File: config.mk
export PLATFORM = sky130hd
export DESIGN_NAME = quiz_arbiter_n
export DESIGN_NICKNAME = d
export VERILOG_FILES = /design/src/rtl/quiz_arbiter_n.sv
export SDC_FILE = /design/constraint.sdc
export NUM_CORES = 1
export LEC_CHECK = 0
export ABC_AREA = 1
export CAP_MARGIN = 30
export CORE_MARGIN = 5
export CORE_UTILIZATION = 49
export DETAILED_ROUTE_END_ITERATION = 8
export DONT_BUFFER_PORTS = 1
export PLACE_DENSITY = 0.68
export SYNTH_ARGS = -nofsm -noshare
export SYNTH_HDL_FRONTEND = slang
export SYNTH_SLANG_ARGS = --single-unit
File: constraint.sdc
create_clock -name clk -period 1.7 [get_ports clk]
set_clock_uncertainty 0.1 [all_clocks]
set_input_delay 0.34 -clock clk [delete_from_list [all_inputs] [get_ports clk]]
set_output_delay 0.34 -clock clk [all_outputs]
set_load 0.1 [all_outputs]
File: src/rtl/quiz_arbiter_n.sv
// quiz_arbiter_n: first-press quiz arbiter with lockout, answer countdown and foul detection
module quiz_arbiter_n #(
   parameter int N_PLAYERS   = 4,
   parameter int ID_W        = 2,
   parameter int CNT_W       = 4,
   parameter int ANSWER_SECS = 9,
   parameter int TICK_DIV    = 100_000_000
) (
   input  logic                 clk,
   input  logic                 rst,
   input  logic [N_PLAYERS-1:0] btn,
   input  logic                 host_start,
   input  logic                 host_clear,
   output logic [2:0]           state_o,
   output logic                 winner_valid,
   output logic [ID_W-1:0]      winner_id,
   output logic                 foul_valid,
   output logic [ID_W-1:0]      foul_id,
   output logic [CNT_W-1:0]     countdown,
   output logic                 timeout
);
   localparam int DIV_W = TICK_DIV > 1 ? $clog2(TICK_DIV) : 1;
   typedef enum logic [2:0] {IDLE = 3'd0, ARMED = 3'd1, ANSWER = 3'd2, TIMEOUT = 3'd3, FOUL = 3'd4} state_t;
   state_t               state, state_n;
   logic [N_PLAYERS-1:0] s1, s2, hist, edg;
   logic [ID_W-1:0]      idx, win_r, foul_r;
   logic [CNT_W-1:0]     cnt;
   logic [DIV_W-1:0]     div;
   logic                 any, wrap;
   assign edg  = s2 & ~hist;
   assign any  = |edg;
   assign wrap = div == DIV_W'(TICK_DIV - 1);
   always_comb begin
      idx = '0;
      for (int i = N_PLAYERS - 1; i >= 0; i--) if (edg[i]) idx = ID_W'(i);
   end
   always_comb begin
      state_n = state;
      if (host_clear) state_n = IDLE;
      else case (state)
         IDLE:    state_n = host_start ? ARMED : any ? FOUL : IDLE;
         ARMED:   state_n = any ? ANSWER : ARMED;
         ANSWER:  state_n = wrap && cnt == CNT_W'(1) ? TIMEOUT : ANSWER;
         default: state_n = state;
      endcase
   end
   always_ff @(posedge clk) begin
      if (rst) state <= IDLE;
      else state <= state_n;
   end
   always_ff @(posedge clk) begin
      if (rst) begin
         s1     <= '0;
         s2     <= '0;
         hist   <= '0;
         win_r  <= '0;
         foul_r <= '0;
         cnt    <= '0;
         div    <= '0;
      end else begin
         s1   <= btn;
         s2   <= s1;
         hist <= s2;
         if (host_clear) begin
            win_r  <= '0;
            foul_r <= '0;
            cnt    <= '0;
            div    <= '0;
         end else begin
            if (state == IDLE && !host_start && any) foul_r <= idx;
            if (state == ARMED && any) begin
               win_r <= idx;
               cnt   <= CNT_W'(ANSWER_SECS);
               div   <= '0;
            end
            if (state == ANSWER) begin
               div <= wrap ? '0 : div + DIV_W'(1);
               if (wrap) cnt <= cnt - CNT_W'(1);
            end
         end
      end
   end
   assign state_o      = state;
   assign winner_valid = state == ANSWER || state == TIMEOUT;
   assign winner_id    = win_r;
   assign foul_valid   = state == FOUL;
   assign foul_id      = foul_r;
   assign countdown    = cnt;
   assign timeout      = state == TIMEOUT;
endmodule

==> metrics.csv <==
metric,value,unit
final_cell_mix,"sky130_fd_sc_hd__nand2_1 (90), sky130_fd_sc_hd__inv_1 (45), sky130_fd_sc_hd__nor2_1 (42)",
tritoncts.num_buffers,5,
timing_max_transition_violations_final,0,
clock_path_buffers,2,
final_antenna_net_count,0,
rsz_0062_raised_after_global_routing,true,
min_path_type,in2reg,
post-route-cell-area,3478,um2
regArea,1032,um2
area_growth_syn_to_layout,27.93,%
first_global_vias,2494,
dp.final_hpwl,4770,um
sinks_on_clock_net,50,
groute.usage.overall,18.74,%
number_of_vias_per_cell,5.021,
clock-root-buffer,sky130_fd_sc_hd__clkbuf_8,
relative_max_transition_margin,70.97,%
dieWidth,84.49,um
layout-drive-gt1-share,28.13,%
die_area,7139,um2
yosys_register_bits,50,
cp_data_required_time,1.26,ns
cell_type_contributing_the_most_total_cell_area_after_synthesis,sky130_fd_sc_hd__dfxtp_1,
maximum_level_of_the_cts_h_tree,2,
synth-warning-count,0,
area_taken_by_multi_input_logic_gates,1612,um2
pwr_dens,668.5,nW/um2
finish_stage_setup_viols,0,
route.vias.total,2646,
clock_tree_from_tritoncts,built,
syn_avg_cell_area,6.583,um2
netlist_area,2719,um2
ys_types,34,
most_common_cell_after_layout_fill_and_taps_aside,sky130_fd_sc_hd__nand2_1,
routed_wire_length_per_instance,12.88,um
period_minus_slack,1.642,ns
top_ports,22,
worstSetupPathType,reg2out,
prevailing_post_synth_register_cell,sky130_fd_sc_hd__dfxtp_1,
synth_nets,424,
tightestPinTransition,0.4340,ns
port_buffers,0,
placementRows,27,
syn_inst,413,
maxCapViolCount,0,
floorplan.initialDensity,49.99,%
setup_total_negative_slack,0,ns
synth_largest_type_area_fraction,36.82,%
drc_errors,0,
detailedRoute.firstIterationViolations,236,
layout_worst_path_cycle_share,96.61,%
routed_wirelength,6788,um
postPlaceCellArea,3137,um2
coreArea,5439,um2
async_flop_share,0,%
grt_start_max_net_pins,26,
synth-edff-count,0,
number_of_fill_cells,497,
worst_path_arrival_time,1.20,ns
overflow,0,
endpoint_kind,primary output,
timing.critical_path.from_type,flop,
crit_path_max_fanout,4,
vdd_drop_max,500.5,uV
cts.reportedPaths.clkPinSlew,0.09,ns
fp.dieH,84.49,um
gpl.final_weighted_congestion,0.8957,
drt_first_pass_iters,5,
finalHoldWorstSlack,0.02442,ns
synth.top_cells.by_area,"sky130_fd_sc_hd__dfxtp_1 (37%), sky130_fd_sc_hd__nand2_1 (13%), sky130_fd_sc_hd__nor2_1 (7.6%), sky130_fd_sc_hd__a21oi_1 (6.8%), sky130_fd_sc_hd__inv_1 (6.5%)",
seq_area_frac_synth,36.82,%
outcome,finished clean,
total_power,0.002325,W
final_net_count,465,
worst_skew_pair.late_latency,0.31,ns
cellLeakagePower,1.330,nW
final_hold_viol_count,0,
max_clock_freq,608.9,MHz
grt_first_pass_wirelength,11150,um
number_of_antenna_violations_at_the_first_check_in_global_routing,0,
antenna_cells,0,
synth_stat cells, types with 4 or more instances:
| library cell | n |
|---|---|
| sky130_fd_sc_hd__o21ai_1 | 6 |
| sky130_fd_sc_hd__nor3_1 | 13 |
| sky130_fd_sc_hd__inv_2 | 7 |
| sky130_fd_sc_hd__nand4_1 | 8 |
| sky130_fd_sc_hd__o21ai_0 | 15 |
| sky130_fd_sc_hd__nor2_1 | 55 |
| sky130_fd_sc_hd__nor2_2 | 4 |
| sky130_fd_sc_hd__clkbuf_1 | 4 |
| sky130_fd_sc_hd__or2_2 | 4 |
| sky130_fd_sc_hd__nand3_1 | 29 |
| sky130_fd_sc_hd__buf_2 | 4 |
| sky130_fd_sc_hd__nand2_1 | 94 |
| sky130_fd_sc_hd__a21oi_1 | 37 |
| sky130_fd_sc_hd__dfxtp_1 | 50 |
| sky130_fd_sc_hd__nand2_2 | 6 |
| sky130_fd_sc_hd__nor2_4 | 5 |
| sky130_fd_sc_hd__inv_1 | 47 |
layer usage:
layer	share of wire (%)	wire, um	GRT usage (%)
met5	0	0	0
met4	0.56	38	2.878
met1	46	3143	24.22
met3	4.1	277	4.024
met2	49	3328	32.67
critical path, stage by stage, from the launching register on:
cell                      delay, ns
sky130_fd_sc_hd__dfxtp_4       0.37
sky130_fd_sc_hd__nor2_2        0.14
sky130_fd_sc_hd__inv_2         0.07
sky130_fd_sc_hd__nor2_4        0.13
sky130_fd_sc_hd__buf_12        0.18
state kept, by name, summed over array words and instances (netlist names):
register / flops
div: 27
countdown: 4
s2: 4
s1: 4
winner_id: 2
state_o: 3
foul_id: 2
hist: 4
area by class of cell:
class	instances	area share, %
Multi-Input combinational cell	297	46.33
Sequential cell	50	29.68
Timing Repair Buffer	44	11.37
Inverter	56	6.223
Clock buffer	6	2.698
Tap cell	72	2.590
Clock inverter	2	1.115
metrics by stage:
| stage | worst slack (ns) | cells | util (%) |
|---|---|---|---|
| floorplan | -0.2935 | 413 | - |
| global placement | -0.04151 | 511 | 57.67 |
| detailed placement | -0.08691 | 511 | 57.67 |
| CTS | 0.005065 | 522 | 61.15 |
| global route | -0.03616 | 527 | 63.95 |
| finish | 0.05759 | 527 | 63.95 |
repair_timing:
| action | in CTS | in global routing |
|---|---|---|
| buffers inserted | 2 | 5 |
| hold endpoints to repair | 12 | 0 |
| pin swaps | 1 | 9 |
| hold buffers | 1 | 0 |
| setup endpoints to repair | 17 | 22 |
| gates resized for setup | 6 | 38 |
power by group:
| part | internal (W) | switching, W | leakage, nW |
|---|---|---|---|
| clock network | 0.000531 | 0.000422 | 0.0665 |
| registers | 0.00118 | 0.00000951 | 0.415 |
| logic | 0.0000505 | 0.000130 | 0.848 |
path summary, 6_finish.rpt:
| check | start | to | slack, ns | depth (start not counted) |
|---|---|---|---|---|
| min | btn[3] | s1[3]$_SDFF_PP0_ | 0.02 | 2 |
| min reg2reg | s1[3]$_SDFF_PP0_ | s2[3]$_SDFF_PP0_ | 0.31 | 2 |
| max reg2reg | div[1]$_SDFFE_PP0P_ | div[20]$_SDFFE_PP0P_ | 0.06 | 9 |
| max | state_o[1]$_SDFFE_PP0P_ | foul_valid | 0.06 | 4 |
kinds of logic (layout without fill, tap and decap cells):
family	count (synthesis)	after routing	synth area share [%]
AND/OR/NAND/NOR	228	228	39.12
buffers and inverters	66	108	9.618
AO/OA/AOI/OAI	62	62	11.78
flip-flops	50	50	36.82
XOR/XNOR	4	4	1.289
adder cells (fa/ha/maj)	3	3	1.381
No activity file was read; power rests on OpenSTA's default activity.
